<file path="src/rtl/risc_pkg.sv">
// Shared widths, register/word types, the output-slot payload and the bypass select helper
// for the register-read stage.
package risc_pkg;

  localparam int unsigned XLEN      = 32;
  localparam int unsigned NREG      = 32;
  localparam int unsigned REG_AW    = $clog2(NREG);
  localparam int unsigned PAYLOAD_W = 32;

  typedef logic [REG_AW-1:0]    reg_addr_t;
  typedef logic [XLEN-1:0]      word_t;
  typedef logic [PAYLOAD_W-1:0] payload_t;

  typedef struct packed {
    word_t     op0;
    word_t     op1;
    reg_addr_t rd;
    logic      rd_we;
    payload_t  payload;
  } slot_t;

  // x0 reads as zero; a same-cycle writeback beats the stale regfile read
  function automatic word_t bypass_sel(input reg_addr_t rs, input logic wb_v,
                                       input reg_addr_t wb_r, input word_t wb_d,
                                       input word_t rf_d);
    word_t v;
    v = rf_d;
    if (rs == '0)                  v = '0;
    else if (wb_v && (wb_r == rs)) v = wb_d;
    return v;
  endfunction

endpackage

</file>
<file path="src/rtl/reg_scoreboard.sv">
// Busy bit per architectural register tracking an outstanding write. Set wins over clear;
// lookups ignore a bit that is being cleared by this cycle's writeback.
module reg_scoreboard
  import risc_pkg::*;
(
  input  logic              clk,
  input  logic              rst_n,
  input  logic              i_set,
  input  logic [REG_AW-1:0] i_set_reg,
  input  logic              i_wb_clr,
  input  logic [REG_AW-1:0] i_wb_clr_reg,
  input  logic              i_fl_clr,
  input  logic [REG_AW-1:0] i_fl_clr_reg,
  input  logic [REG_AW-1:0] i_q0,
  input  logic [REG_AW-1:0] i_q1,
  input  logic [REG_AW-1:0] i_q2,
  output logic              o_ebusy0_c,
  output logic              o_ebusy1_c,
  output logic              o_ebusy2_c
);

  logic [NREG-1:0] r_busy;
  logic [NREG-1:0] w_busy_nxt;

  always_comb begin
    w_busy_nxt = r_busy;
    if (i_wb_clr) w_busy_nxt[i_wb_clr_reg] = 1'b0;
    if (i_fl_clr) w_busy_nxt[i_fl_clr_reg] = 1'b0;
    if (i_set)    w_busy_nxt[i_set_reg]    = 1'b1;
    w_busy_nxt[0] = 1'b0;
  end

  always_ff @(posedge clk or negedge rst_n) begin
    if (!rst_n) r_busy <= '0;
    else        r_busy <= w_busy_nxt;
  end

  assign o_ebusy0_c = r_busy[i_q0] && !(i_wb_clr && (i_wb_clr_reg == i_q0));
  assign o_ebusy1_c = r_busy[i_q1] && !(i_wb_clr && (i_wb_clr_reg == i_q1));
  assign o_ebusy2_c = r_busy[i_q2] && !(i_wb_clr && (i_wb_clr_reg == i_q2));

endmodule

</file>
<file path="src/rtl/operand_fetch.sv">
// Register-read stage: regfile addressing, writeback bypass, RAW/WAW hazard stall and a
// single registered valid/ready slot toward execute.
module operand_fetch
  import risc_pkg::*;
(
  input  logic                 clk,
  input  logic                 rst_n,
  input  logic                 in_valid,
  output logic                 in_ready,
  input  logic [REG_AW-1:0]    in_rs0,
  input  logic [REG_AW-1:0]    in_rs1,
  input  logic [REG_AW-1:0]    in_rd,
  input  logic                 in_rd_we,
  input  logic [PAYLOAD_W-1:0] in_payload,
  output logic [REG_AW-1:0]    rf_r_reg0,
  output logic [REG_AW-1:0]    rf_r_reg1,
  input  logic [XLEN-1:0]      rf_r_dat0,
  input  logic [XLEN-1:0]      rf_r_dat1,
  input  logic                 wb_valid,
  input  logic [REG_AW-1:0]    wb_reg,
  input  logic [XLEN-1:0]      wb_dat,
  input  logic                 flush,
  output logic                 out_valid,
  input  logic                 out_ready,
  output logic [XLEN-1:0]      out_op0,
  output logic [XLEN-1:0]      out_op1,
  output logic [REG_AW-1:0]    out_rd,
  output logic                 out_rd_we,
  output logic [PAYLOAD_W-1:0] out_payload
);

  logic  r_valid;
  slot_t r_slot;

  logic  w_ebusy0, w_ebusy1, w_ebusy2;
  logic  w_hazard, w_ready, w_issue;
  logic  w_rd_nz, w_set, w_wb_clr, w_fl_clr;
  word_t w_op0, w_op1;

  assign rf_r_reg0 = in_rs0;
  assign rf_r_reg1 = in_rs1;

  assign w_op0 = bypass_sel(in_rs0, wb_valid, wb_reg, wb_dat, rf_r_dat0);
  assign w_op1 = bypass_sel(in_rs1, wb_valid, wb_reg, wb_dat, rf_r_dat1);

  // RAW on either source, WAW on the destination; x0 is never busy
  assign w_rd_nz  = (in_rd != '0);
  assign w_hazard = w_ebusy0 | w_ebusy1 | (in_rd_we && w_rd_nz && w_ebusy2);
  assign w_ready  = (!r_valid || out_ready) && !w_hazard && !flush;
  assign w_issue  = in_valid && w_ready;
  assign in_ready = w_ready;

  assign w_set    = w_issue && in_rd_we && w_rd_nz;
  assign w_wb_clr = wb_valid && (wb_reg != '0);
  assign w_fl_clr = flush && r_valid && r_slot.rd_we;

  reg_scoreboard u_sb (
    .clk          (clk),
    .rst_n        (rst_n),
    .i_set        (w_set),
    .i_set_reg    (in_rd),
    .i_wb_clr     (w_wb_clr),
    .i_wb_clr_reg (wb_reg),
    .i_fl_clr     (w_fl_clr),
    .i_fl_clr_reg (r_slot.rd),
    .i_q0         (in_rs0),
    .i_q1         (in_rs1),
    .i_q2         (in_rd),
    .o_ebusy0_c   (w_ebusy0),
    .o_ebusy1_c   (w_ebusy1),
    .o_ebusy2_c   (w_ebusy2)
  );

  // Output slot: flush squashes, issue loads, otherwise drains on out_ready
  always_ff @(posedge clk or negedge rst_n) begin
    if (!rst_n) begin
      r_valid <= 1'b0;
      r_slot  <= '0;
    end else if (flush) begin
      r_valid <= 1'b0;
    end else if (w_issue) begin
      r_valid        <= 1'b1;
      r_slot.op0     <= w_op0;
      r_slot.op1     <= w_op1;
      r_slot.rd      <= in_rd;
      r_slot.rd_we   <= in_rd_we;
      r_slot.payload <= in_payload;
    end else if (out_ready) begin
      r_valid <= 1'b0;
    end
  end

  assign out_valid   = r_valid;
  assign out_op0     = r_slot.op0;
  assign out_op1     = r_slot.op1;
  assign out_rd      = r_slot.rd;
  assign out_rd_we   = r_slot.rd_we;
  assign out_payload = r_slot.payload;

endmodule

</file>
<file path="config.mk">
export PLATFORM = sky130hd
export DESIGN_NAME = operand_fetch
export DESIGN_NICKNAME = d
export VERILOG_FILES = /design/src/rtl/risc_pkg.sv /design/src/rtl/reg_scoreboard.sv /design/src/rtl/operand_fetch.sv
export SDC_FILE = /design/constraint.sdc
export NUM_CORES = 1
export LEC_CHECK = 0
export ABC_CLOCK_PERIOD_IN_PS = 2900
export BUFFER_PORTS_ARGS = -buffer_cell sky130_fd_sc_hd__buf_2
export CAP_MARGIN = 10
export CORE_MARGIN = 2
export CORE_UTILIZATION = 50
export CTS_BUF_LIST = sky130_fd_sc_hd__clkbuf_4 sky130_fd_sc_hd__clkbuf_8 sky130_fd_sc_hd__clkbuf_16
export CTS_CLUSTER_DIAMETER = 150
export CTS_CLUSTER_SIZE = 14
export DETAILED_ROUTE_END_ITERATION = 10
export PLACE_DENSITY = 0.8
export SYNTH_ARGS = -nofsm -noshare
export SYNTH_HDL_FRONTEND = slang
export SYNTH_SLANG_ARGS = --single-unit
</file>
<file path="constraint.sdc">
create_clock -name clk -period 2.9 [get_ports clk]
set_input_delay 0.58 -clock clk [delete_from_list [all_inputs] [get_ports clk]]
set_output_delay 0.58 -clock clk [all_outputs]
set_load 0.02 [all_outputs]
</file>
# Yosys cells after proc, flatten, opt, wreduce, memory -nomap -nowiden
# Index checks and enable logic that the tools add are counted.
# W data, S select, Z words.
[totals]
reg_bits = 134
latch_bits = 0
ram_bits = 0
rom_bits = 0
in_bits = 155
out_inout_bits = 114
wordCells = 82
n_memories = 0
[op_classes]
addsub = 0
multipliers = 0
div_mod_pow = 0
order_cmp = 8
eq_ne = 3
shift = 0
n_mux = 22
bitwise = 8
n_reduce_logical = 34
[ops]
columns = ["cell", "count"]
rows = [
  ["$mux W32", 7],
  ["$and A32 B32 Y32", 2],
  ["$not A32 Y32", 2],
  ["$or A32 B32 Y32", 1],
  ["$lt A5 B6 Y1 const B", 5],
  ["$logic_and A1 B1 Y1", 21],
  ["$bmux W1 S5", 3],
  ["$demux W1 S5", 3],
  ["$eq A5 B5 Y1", 3],
  ["$ge A5 B1 Y1 const B", 3],
  ["$logic_not A5 Y1", 2],
  ["$reduce_bool A5 Y1", 2],
  ["$mux W1", 9],
  ["$logic_not A1 Y1", 6],
  ["$reduce_bool A3 Y1", 1],
  ["$or A1 B1 Y1", 2],
  ["$reduce_and A2 Y1", 1],
  ["$logic_or A1 B1 Y1", 1],
  ["$not A1 Y1", 1],
]

# Longest topological paths before layout
# Gate-level depths: netlist of run 1.
[logic_depth]
depth_word = 14
mapped_depth = 10
mapped_depth_nobuf = 6

# By module
# A second synthesis of run 1 with hierarchy kept.
[hier_totals]
cells_unflattened = 669
area_unflattened_um2 = 7480.9
[by_module_without_submodules]
columns = ["module", "instances", "cells_each", "area_each_um2"]
rows = [
  ["operand_fetch", 1, 399, 4735.8],
  ["reg_scoreboard", 1, 270, 2745.1],
]

# Worst setup path after synthesis of run 1
# No wires, ideal clock.
[synth_timing]
kind = "input to register"
start = "in in_rs1[2]"
end = "reg r_slot, in the netlist out_op0[23]"
arrival_ns = 2.649
path_slack_ns = 0.126
cell_stages = 10
path_buffers = 4
path_cell_list = "buf_4 buf_6 mux2i_1 mux4_2 a22o_1 a221o_1 nand4_4 buf_6 buf_6 mux2_4"
[synth_via]
elab_chain_len = 11
word_cells_on_any_way = 13
cone_classes = "eq/ne (1); mux (2); bitwise (2); reduce/logical (8)"
[synth_rtl]
columns = ["item", "line", "rtl"]
rows = [
  ["from (decl)", "operand_fetch.sv:11", "input logic [REG_AW-1:0] in_rs1,"],
  ["parallel branches: the longest is 3 deep, another holds $bmux W1 S5", "-", ""],
  ["$logic_and A1 B1 Y1 *", "reg_scoreboard.sv:39", "assign o_ebusy1_c = r_busy[i_q1] && !(i_wb_clr && (i_wb_clr_reg == i_q1));"],
  ["$or A1 B1 Y1 * (2 in a row)", "operand_fetch.sv:48", "assign w_hazard = w_ebusy0 | w_ebusy1 | (in_rd_we && w_rd_nz && w_ebusy2);"],
  ["$logic_not A1 Y1 *", "operand_fetch.sv:49", "assign w_ready = (!r_valid || out_ready) && !w_hazard && !flush;"],
  ["$logic_and A1 B1 Y1 * (2 in a row)", "operand_fetch.sv:49", ""],
  ["$logic_and A1 B1 Y1 *", "operand_fetch.sv:50", "assign w_issue = in_valid && w_ready;"],
  ["$reduce_and A2 Y1 (no source line) *", "-", ""],
  ["to (decl)", "operand_fetch.sv:33", "slot_t r_slot;"],
]
# Every way passes the cells marked *. The select of a mux whose other input is x is not followed.
# A chain may end at the register's enable or synchronous reset.

# Final worst setup path of run 1
[layout_timing]
start = "in in_rd[0]"
end = "out in_ready"
[layout_via]
elab_chain_len = 9
word_cells_on_any_way = 13
cone_classes = "eq/ne (1); mux (2); bitwise (1); reduce/logical (9)"
[layout_rtl]
columns = ["item", "line", "rtl"]
rows = [
  ["from (decl)", "operand_fetch.sv:12", "input logic [REG_AW-1:0] in_rd,"],
  ["parallel branches: the longest is 4 deep, another holds $bmux W1 S5", "-", ""],
  ["$logic_and A1 B1 Y1 *", "operand_fetch.sv:48", ""],
  ["$or A1 B1 Y1 *", "operand_fetch.sv:48", ""],
  ["$logic_not A1 Y1 *", "operand_fetch.sv:49", ""],
  ["$logic_and A1 B1 Y1 * (2 in a row)", "operand_fetch.sv:49", ""],
  ["to (decl)", "operand_fetch.sv:9", "output logic in_ready,"],
]
# Marks and branches as above.

==> results of run 1 <==
-- power breakdown --
part / switching, uW / internal (uW) / leakage [uW]
logic: 1170 / 934 / 0.00289
clock network: 924 / 1400 / 0.000314
registers: 302 / 2310 / 0.00164
total: 2400 / 4640 / 0.00485
-- registers in the layout, summed over array words and instances, names as in the netlist --
| name | cells |
|---|---|
| out_op0 | 32 |
| out_op1 | 32 |
| out_payload | 32 |
| u_sb.r_busy | 31 |
| out_rd | 5 |
| out_rd_we | 1 |
| out_valid | 1 |
-- cell families after synthesis --
| family | count (synthesis) | synth area share [%] |
|---|---|---|
| flip-flops | 134 | 43.5 |
| multiplexers | 202 | 32.1 |
| XOR/XNOR | 15 | 1.70 |
| buffers and inverters | 69 | 5.13 |
| AO/OA/AOI/OAI | 80 | 8.58 |
| AND/OR/NAND/NOR | 136 | 9.03 |
-- layout by cell type, fill, tap and decap left out, drive strengths merged, types with 2 or more instances in the layout --
cell | Yosys | layout
buf | 42 | 300
dfrtp | 134 | 134
mux2 | 108 | 108
mux2i | 77 | 77
nor2 | 72 | 72
o221ai | 34 | 34
o31ai | 33 | 33
clkbuf | 19 | 18
mux4 | 17 | 17
inv | 7 | 16
nand3b | 14 | 14
nand2 | 13 | 13
xor2 | 12 | 12
nand3 | 8 | 8
or3b | 7 | 7
or3 | 5 | 5
o22ai | 4 | 4
clkinv | 1 | 4
nor4 | 3 | 3
xnor2 | 3 | 3
bufinv | 0 | 3
nor3b | 2 | 2
nor2b | 2 | 2
nand2b | 2 | 2
o21ai | 2 | 2
nor4b | 2 | 2
-- per-stage QoR --
| stage | setup TNS [ns] | instances | hold slack (ns) | setup WS (ns) |
|---|---|---|---|---|
| 6_report | 0 | 1097 | 0.137 | 0.0590 |
| 4_1_cts | 0 | 1093 | 0.150 | 0.0000353 |
| 3_5_place_dp | -1.89 | 1060 | 0.487 | -0.0524 |
| 2_1_floorplan | 0 | 636 | 0.284 | 0.126 |
| 3_3_place_gp | -0.836 | 1060 | 0.483 | -0.0202 |
| 5_1_grt | 0 | 1096 | 0.165 | 0.0111 |
-- what timing repair did --
| item | CTS | global route |
|---|---|---|
| gates resized for setup | 1 | 10 |
| hold buffers | 0 | 0 |
| endpoints found under the setup margin | 1 | 1 |
| buffers inserted | 1 | 3 |
| pin swaps | 3 | 3 |
-- layer usage --
metal / GRT usage [%] / wire (um) / up-vias
li1: - / - / 2891
met1: 34.8 / 8850 / 3058
met2: 43.1 / 10600 / 376
met3: 10.3 / 2300 / 35
met4: 7.05 / 357 / 0
met5: 0 / 0 / -
-- path summary, 6_finish.rpt --
kind | startpoint | endpoint | depth (start not counted)
setup reg to reg | u_sb.r_busy[11]$_DFF_PN0_ | out_op1[9]$_DFFE_PN0P_ | 8
setup / recovery | in_rd[0] | in_ready | 8
hold reg to reg | out_op1[13]$_DFFE_PN0P_ | out_op1[13]$_DFFE_PN0P_ | 1
hold / removal | rst_n | out_payload[19]$_DFFE_PN0P_ | 1
max in group asynchronous | rst_n | u_sb.r_busy[9]$_DFF_PN0_ | 2
min in group clk | in_payload[23] | out_payload[23]$_DFFE_PN0P_ | 2
-- layout make-up --
type                    count  area, sq um  area share (%)
clock buffers              17          425            4.28
repair buffers            301         1680            16.9
clock inverters            15          209            2.10
multi-input cells         433         4000            40.2
well taps                 188          235            2.37
inverters                   8         30.0           0.302
flip-flops and latches    134         3360            33.8
diodes                      1         2.50          0.0252
==> out/metrics.cfg, run 1 <==
[floorplan]
core-area_sq_um=15100
initial_core_util_pct=50.9
die_w_um=128
top_level_ports=269
dieArea_sq_um=16400
die_y_um=128
placementRows=45

[synth]
syn_area_sq_um=7710
synth_common_cells=dfrtp_1 (134), mux2_2 (80), mux2i_1 (77)
netlist-cell-type-count=46
yosysMostFrequentCell=dfrtp_1
ys_warn_count=0
syn_area_per_cell_sq_um=12.1
synth.top_cell.area_share_pct=43.5
async_flop_share_pct=100
synth_area_leaders=dfrtp_1 (43%), mux2_2 (12%), mux2i_1 (10%), mux2_4 (5.5%), mux4_2 (5.0%)
synth_edf_count=0
ys.flop_type=dfrtp_1
syn_nets=791
synth-seq-area-share_pct=43.5
synthCells=636
synth-seq-cells=134
yosysTopAreaCell=dfrtp_1

[placement]
dpl.hpwl_mm=15.8
postPlaceCellArea_sq_um=9240
numPortBuffers=268
gp_congestion=0.958

[routing]
drtIter0Drc=390
wl_mm=22.1
dr_total_vias=6360
wl_per_cell_um=20.2
via_per_inst=5.80
ant_nets=0
drc=0
firstDrtPassIters=5

[worst_setup_path]
cp_slowest_cell=mux4_2
rrSetupSlack_ns=0.25
worst_ep_arrival_time_ns=2.26
startpoint_type=input pin
end_kind=output port
path_cells=buf_2 > buf_12 > mux4_2 > inv_1 > o22ai_1 > o31ai_4 > and4_1 > buf_6
slowest_delay_ns=0.50
path_buf_inv=4
required_ns=2.32
crit_family=buffers and inverters
path_class=input pin to output port
crit_fanout=7

[global_routing]
grtUsageTotal_pct=27.0
grt_remaining_overflow=0
grt_pass1_vias=6412
grt_pass1_wl_mm=34.1
grt_antenna_before_repair=0
grt_max_degree=76

[final_layout]
final_area_sq_um=9940
nets=1050
drive_above_1_share_pct=53.0
post-route-util_pct=65.6
area_growth_pct=28.9
fillers=1185

[timing]
hold_viol=0
fin_skew_ns=0.0106
rsz0062_at_grt=yes
relSlewSlack_pct=58.1
tightest_slew_ns=0.629
fin_crit_sh_pct=98.0
max_freq_mhz=352
finalCriticalPeriod_ns=2.84
slew_violations=0
setup_violations=0

[power]
ir_drop_mv=0.665
power_uw=7040
p_per_area_nw_per_um2=708
p_leak_uw=0.00485

[clocking]
clk_latency_ns=0.41
path_clk_slew_ns=0.07
clk_path_buf_depth=2
numCtsBuffers=17
cts_tree=done
clkSinkCount=134
root_buffer=clkbuf_16
htreeDepth=4

[job]
maxCapViolCount=0

[worst_hold_path]
min_path_type=input pin to async pin

[outcome]
outcome=finished clean

Power figures use the tool's default switching activity.
==> run 2: changes to the inputs <==
ABC_CLOCK_PERIOD_IN_PS = 3600   (was 2900)
clock period = 3.6 ns   (was 2.9 ns; I/O delays follow)
==> run 2 against run 1 <==
Hold slack improved by 0.13 ns. Critical path depth decreased by 1. Final area decreased by 2.4%. Core utilization decreased by 1.6 points. Sequential cell count unchanged. Clock power decreased by 19%. Largest cell class unchanged.
==> out/metrics.cfg, run 2 (synthesis results as in run 1) <==
[worst_setup_path]
cp-startpoint=in_rd[0]
rrSetupSlack_ns=0.77  ; +0.52 ns
worst_r2r_endpoint=out_payload[18]$_DFFE_PN0P_
cp_slowest_cell=mux4_2
path_cells=buf_2 > mux4_2 > a32oi_1 > o221ai_2 > o31ai_4 > and4_1 > buf_2
end_kind=output port
crit_family=compound AO/OA/AOI/OAI gates
worst_ep_arrival_time_ns=2.61  ; +0.35 ns
required_ns=2.88  ; +0.56 ns
reg2reg_from=u_sb.r_busy[12]$_DFF_PN0_
slowest_delay_ns=0.54  ; +0.04 ns
crit_fanout=15  ; +8
r2r_cells=7  ; -1
crit_path_end=in_ready
path_class=input pin to output port
critical_path_cell_count=7  ; -1
startpoint_type=input pin
cp_common_cell=buf_2
path_buf_inv=2  ; -2

[floorplan]
top_level_ports=269  ; unchanged
die_y_um=128  ; unchanged
placementRows=45  ; unchanged
core-area_sq_um=15100  ; unchanged
die_w_um=128  ; unchanged
initial_core_util_pct=50.9  ; unchanged
dieArea_sq_um=16400  ; unchanged

[power]
internal-power_uw=3740  ; -19%
seq_power_share_pct=37.3  ; +0.2 points
ir_drop_mv=0.354  ; -47%
power_uw=5630  ; -20%
p_leak_uw=0.00472  ; -2.6%
p_clk_share_pct=33.1  ; about the same
combPwrFrac_pct=29.6  ; -0.3 points
power.switching_uw=1890  ; -21%
p_per_area_nw_per_um2=581  ; -18%
p_sw_share_pct=33.6  ; -0.49 points

[final_layout]
mostFrequentLayoutCell=buf_2
diodes=0  ; -1
area_growth_pct=25.7
drive_above_1_share_pct=50.8  ; -2.1 points
nets=1027  ; -2.2%
fillers=1194  ; +0.76%
mostFrequentLayoutCells=buf_2 (267), dfrtp_1 (134), mux2_2 (80), mux2i_1 (77), nor2_1 (72)
layoutNonFillerInstCount=1073  ; -2.2%
post-route-util_pct=64.0  ; -1.6 points
final_area_sq_um=9700  ; -2.4%

[routing]
wl_per_cell_um=20.6  ; +1.9%
firstDrtPassIters=5  ; unchanged
wl_mm=22.1  ; -0.32%
via_per_inst=5.94  ; +2.4%
dr_total_vias=6371  ; +0.17%
ant_nets=0  ; unchanged
drc=0  ; unchanged
drtIter0Drc=424  ; +8.7%

[timing]
fin_skew_ns=0.0101  ; -0.000484 ns
hold_viol=0  ; unchanged
finalCriticalPeriod_ns=3.33
relSlewSlack_pct=44.5  ; -14 points
slew_violations=0  ; unchanged
fin_tns_setup_ns=0  ; unchanged
rsz0062_at_grt=no
setup_violations=0  ; unchanged
max_freq_mhz=300
fin_crit_sh_pct=92.6
tightest_slew_ns=0.830  ; +0.201 ns

[clocking]
clk_latency_ns=0.42  ; about the same
numCtsBuffers=17  ; unchanged
htreeDepth=4  ; unchanged
root_buffer=clkbuf_16
clkSinkCount=134  ; unchanged
cts_tree=done
cts_resized=0  ; -1
cts.hold.buffers_added=0  ; unchanged
path_clk_slew_ns=0.06  ; about the same
post_cts_buffers=0  ; -1
clk_path_buf_depth=2  ; unchanged

[placement]
numPortBuffers=268  ; unchanged
postPlaceCellArea_sq_um=9060  ; -1.9%
dp.cells=1041  ; -1.8%
dpl.hpwl_mm=15.6  ; -1.4%
gp_congestion=0.952  ; -0.59%

[global_routing]
grt_max_degree=75  ; -1.3%
grt_pass1_wl_mm=33.9  ; -0.57%
grt_remaining_overflow=0  ; unchanged
grt_pass1_vias=6364  ; -0.75%
grt_antenna_before_repair=0  ; unchanged
grtUsageTotal_pct=26.9  ; -0.092 points

[outcome]
outcome=finished clean

[worst_hold_path]
min_path_type=input pin to async pin

[job]
maxCapViolCount=0  ; unchanged

## run 2: changes by cell type in the layout (fill, tap and decap cells not counted), moves of 3 or more
cell,previous run,this run
buf_4,27,7
dfrtp_1,128,134
buf_12,6,3
dfrtp_2,6,0
## run 2: worst reg2reg max path: cells and delay by family (launching register included)
family                 cells  cell delay, ns
muxes                      3            1.06
AOI/OAI and AO/OA          2            0.53
DFF                        1            0.46
and+or+nand+nor            1            0.10
buffers and inverters      1            0.58
## run 2: through the flow
| stage | hold WS (ns) | setup slack, ns |
|---|---|---|
| final | 0.264 | 0.266 |
| after global placement | 0.483 | 0.220 |
| after CTS | 0.283 | 0.270 |
| after global routing | 0.304 | 0.120 |
| after floorplan | 0.424 | 0.560 |
| after detailed placement | 0.488 | 0.161 |
## run 2: worst min path at each step
stage | startpoint | endpoint | cells after the start | slack [ns]
after floorplan | rst_n | out_op0[0]$_DFFE_PN0P_ | 0 | 0.42
after global placement | out_op1[28]$_DFFE_PN0P_ | out_op1[28]$_DFFE_PN0P_ | 1 | 0.48
after detailed placement | out_op1[15]$_DFFE_PN0P_ | out_op1[15]$_DFFE_PN0P_ | 1 | 0.49
after CTS | rst_n | out_payload[11]$_DFFE_PN0P_ | 1 | 0.28
after global routing | rst_n | out_payload[11]$_DFFE_PN0P_ | 1 | 0.30
final | rst_n | out_payload[11]$_DFFE_PN0P_ | 1 | 0.26
## run 2: cell type report
cell class	instances	area (sq um)	share of cell area (%)
Sequential cell	134	3350	34.6
Timing Repair Buffer	278	1460	15.1
Inverter	8	30.0	0.310
Multi-Input combinational cell	433	3980	41.1
Clock inverter	13	183	1.88
Tap cell	188	235	2.43
Clock buffer	19	453	4.67
## run 2: power groups by stage
| stage | combinational (uW) | clock [uW] | sequential, uW |
|---|---|---|---|
| 2_1_floorplan | 656 | 0 | 2490 |
| 3_3_place_gp | 1640 | 0 | 2100 |
| 3_5_place_dp | 1680 | 0 | 2110 |
| 4_1_cts | 1680 | 1900 | 2090 |
| 5_1_grt | 1780 | 1970 | 2140 |
| 6_report | 1670 | 1870 | 2100 |
## run 2: metal layers
layer	track usage, %	vias to the layer above	wire length [um]
met5	0	-	0
met4	10.7	0	558
met3	9.52	56	2300
met2	42.4	374	10400
met1	34.1	3097	8800
li1	-	2844	-
==> run 3: changes to the inputs <==
CORE_UTILIZATION = 30   (was 50)
PLACE_DENSITY = default   (was 0.8)
==> run 3 against run 2 <==
Critical path depth unchanged. Clock-buffer cell count fell by 2. Core utilization is 25 points lower. Sequential share of layout area down 0.53 points. Clock power is essentially flat. Sequential cell count stayed put. Clock skew rose by 0.0032 ns. Critical path type unchanged. Critical endpoint unchanged.
==> out/metrics.cfg, run 3 (synthesis results as in run 1) <==
[clocking]
clk_latency_ns=0.42  ; about the same
cts.hold.buffers_added=0  ; unchanged
clk_path_buf_depth=2  ; unchanged
path_clk_slew_ns=0.06  ; about the same
root_buffer=clkbuf_16
cts_tree=done
clkSinkCount=134  ; unchanged
numCtsBuffers=17  ; unchanged
htreeDepth=4  ; unchanged
post_cts_buffers=0  ; unchanged
cts_resized=0  ; unchanged

[placement]
postPlaceCellArea_sq_um=9230  ; +1.9%
gp_congestion=0.867  ; -8.9%
numPortBuffers=268  ; unchanged
dpl.hpwl_mm=17.6  ; +13%

[worst_setup_path]
worst_ep_arrival_time_ns=2.63  ; +0.02 ns
required_ns=2.88  ; about the same
path_class=input pin to output port
crit_fanout=16  ; +1
end_kind=output port
startpoint_type=input pin

[routing]
dr_total_vias=6216  ; -2.4%
drc=0  ; unchanged
drtIter0Drc=390  ; -8.0%
wl_mm=24.6  ; +12%
via_per_inst=5.12  ; -14%
firstDrtPassIters=5  ; unchanged
wl_per_cell_um=20.3  ; -1.4%
ant_nets=0  ; unchanged

[worst_hold_path]
min_path_type=input pin to async pin

[final_layout]
nets=1026  ; -0.097%
multi_input_area_sq_um=3980  ; unchanged
fillers=2472  ; +110%
final_area_sq_um=9850  ; +1.6%
mostFrequentLayoutCells=buf_2 (267), dfrtp_1 (134), mux2_2 (80), mux2i_1 (77), nor2_1 (72)
area_growth_pct=27.7
mostFrequentLayoutCell=buf_2
drive_above_1_share_pct=50.8  ; -0.056 points
seq_area_sq_um=3350  ; unchanged
diodes=0  ; unchanged

[power]
ir_drop_mv=0.313  ; -12%
p_per_area_nw_per_um2=574  ; -1.1%
p_leak_uw=0.00470  ; -0.38%

[floorplan]
dieArea_sq_um=27000  ; +64%
core-area_sq_um=25200  ; +66%
die_y_um=164  ; +28%
die_w_um=164  ; +28%
placementRows=58  ; +29%
initial_core_util_pct=30.6  ; -20 points
top_level_ports=269  ; unchanged

[timing]
max_freq_mhz=299  ; -0.47%
fin_crit_sh_pct=93.0  ; +0.44 points
hold_viol=0  ; unchanged
rsz0062_at_grt=no
setup_violations=0  ; unchanged
fin_tns_setup_ns=0  ; unchanged
finalCriticalPeriod_ns=3.35  ; +0.0158 ns
tightest_slew_ns=0.815  ; -0.0155 ns
fin_skew_ns=0.0133  ; +0.00318 ns
slew_violations=0  ; unchanged
relSlewSlack_pct=45.7  ; +1.2 points

[global_routing]
grt_max_degree=83  ; +11%
grt_pass1_vias=6380  ; +0.25%
grt_antenna_before_repair=0  ; unchanged
grtUsageTotal_pct=18.1  ; -8.8 points
grt_remaining_overflow=0  ; unchanged
grt_pass1_wl_mm=37.1  ; +9.4%

[job]
maxCapViolCount=0  ; unchanged

[outcome]
outcome=finished clean

==> run 3: cell count changes in the layout (fill, tap and decap cells not counted) <==
cell / change
clkinvlp_4: +2
clkinv_2: +1
inv_8: -1
clkbuf_8: -2
buf_4: -1
==> run 3: area by class of cell <==
| class | instances | area share (%) |
|---|---|---|
| Clock inverter | 15 | 1.94 |
| Sequential cell | 134 | 34.0 |
| Inverter | 8 | 0.305 |
| Tap cell | 330 | 4.19 |
| Clock buffer | 17 | 4.32 |
| Timing Repair Buffer | 277 | 14.7 |
| Multi-Input combinational cell | 433 | 40.4 |
==> run 3: stage by stage <==
step,std cells,setup slack [ns],util (%),hold slack [ns],total power [uW]
4_1_cts,1214,0.239,39.1,0.372,5740
2_1_floorplan,636,0.560,-,0.424,3150
6_report,1214,0.251,39.1,0.322,5660
5_1_grt,1214,0.173,39.1,0.385,5930
3_3_place_gp,1182,0.259,36.7,0.483,3800
3_5_place_dp,1182,0.244,36.7,0.487,3830
==> run 3: where the power goes <==
part / internal (uW) / switching, uW / total (uW) / leakage [uW]
Combinational: 730 / 959 / 1690 / 0.00275
Clock: 1110 / 756 / 1860 / 0.000297
Sequential: 1860 / 244 / 2100 / 0.00165
Total: 3700 / 1960 / 5660 / 0.00470
==> run 3: worst paths after layout <==
path | slack, ns | from | cells after the start | end
setup / recovery | 0.25 | in_rs1[2] | 7 | in_ready
hold / removal | 0.32 | rst_n | 1 | out_op1[21]$_DFFE_PN0P_
setup reg to reg | 0.95 | u_sb.r_busy[12]$_DFF_PN0_ | 7 | out_payload[26]$_DFFE_PN0P_
hold reg to reg | 0.50 | out_payload[9]$_DFFE_PN0P_ | 1 | out_payload[9]$_DFFE_PN0P_
max in group asynchronous | 2.50 | rst_n | 2 | u_sb.r_busy[29]$_DFF_PN0_
min in group clk | 0.50 | out_payload[9]$_DFFE_PN0P_ | 1 | out_payload[9]$_DFFE_PN0P_
==> run 3: worst max-delay path: stages <==
cell,delay [ns]
buf_2,0.35
mux2i_1,0.15
mux4_2,0.47
a22o_1,0.20
a221o_1,0.36
and4_1,0.21
buf_2,0.16
==> run 3: metal layers <==
layer / routed length, um / up-vias / track usage, %
li1: - / 2841 / -
met1: 10800 / 3049 / 24.1
met2: 11700 / 294 / 28.8
met3: 1710 / 32 / 4.42
met4: 432 / 0 / 5.98
met5: 0 / - / 0
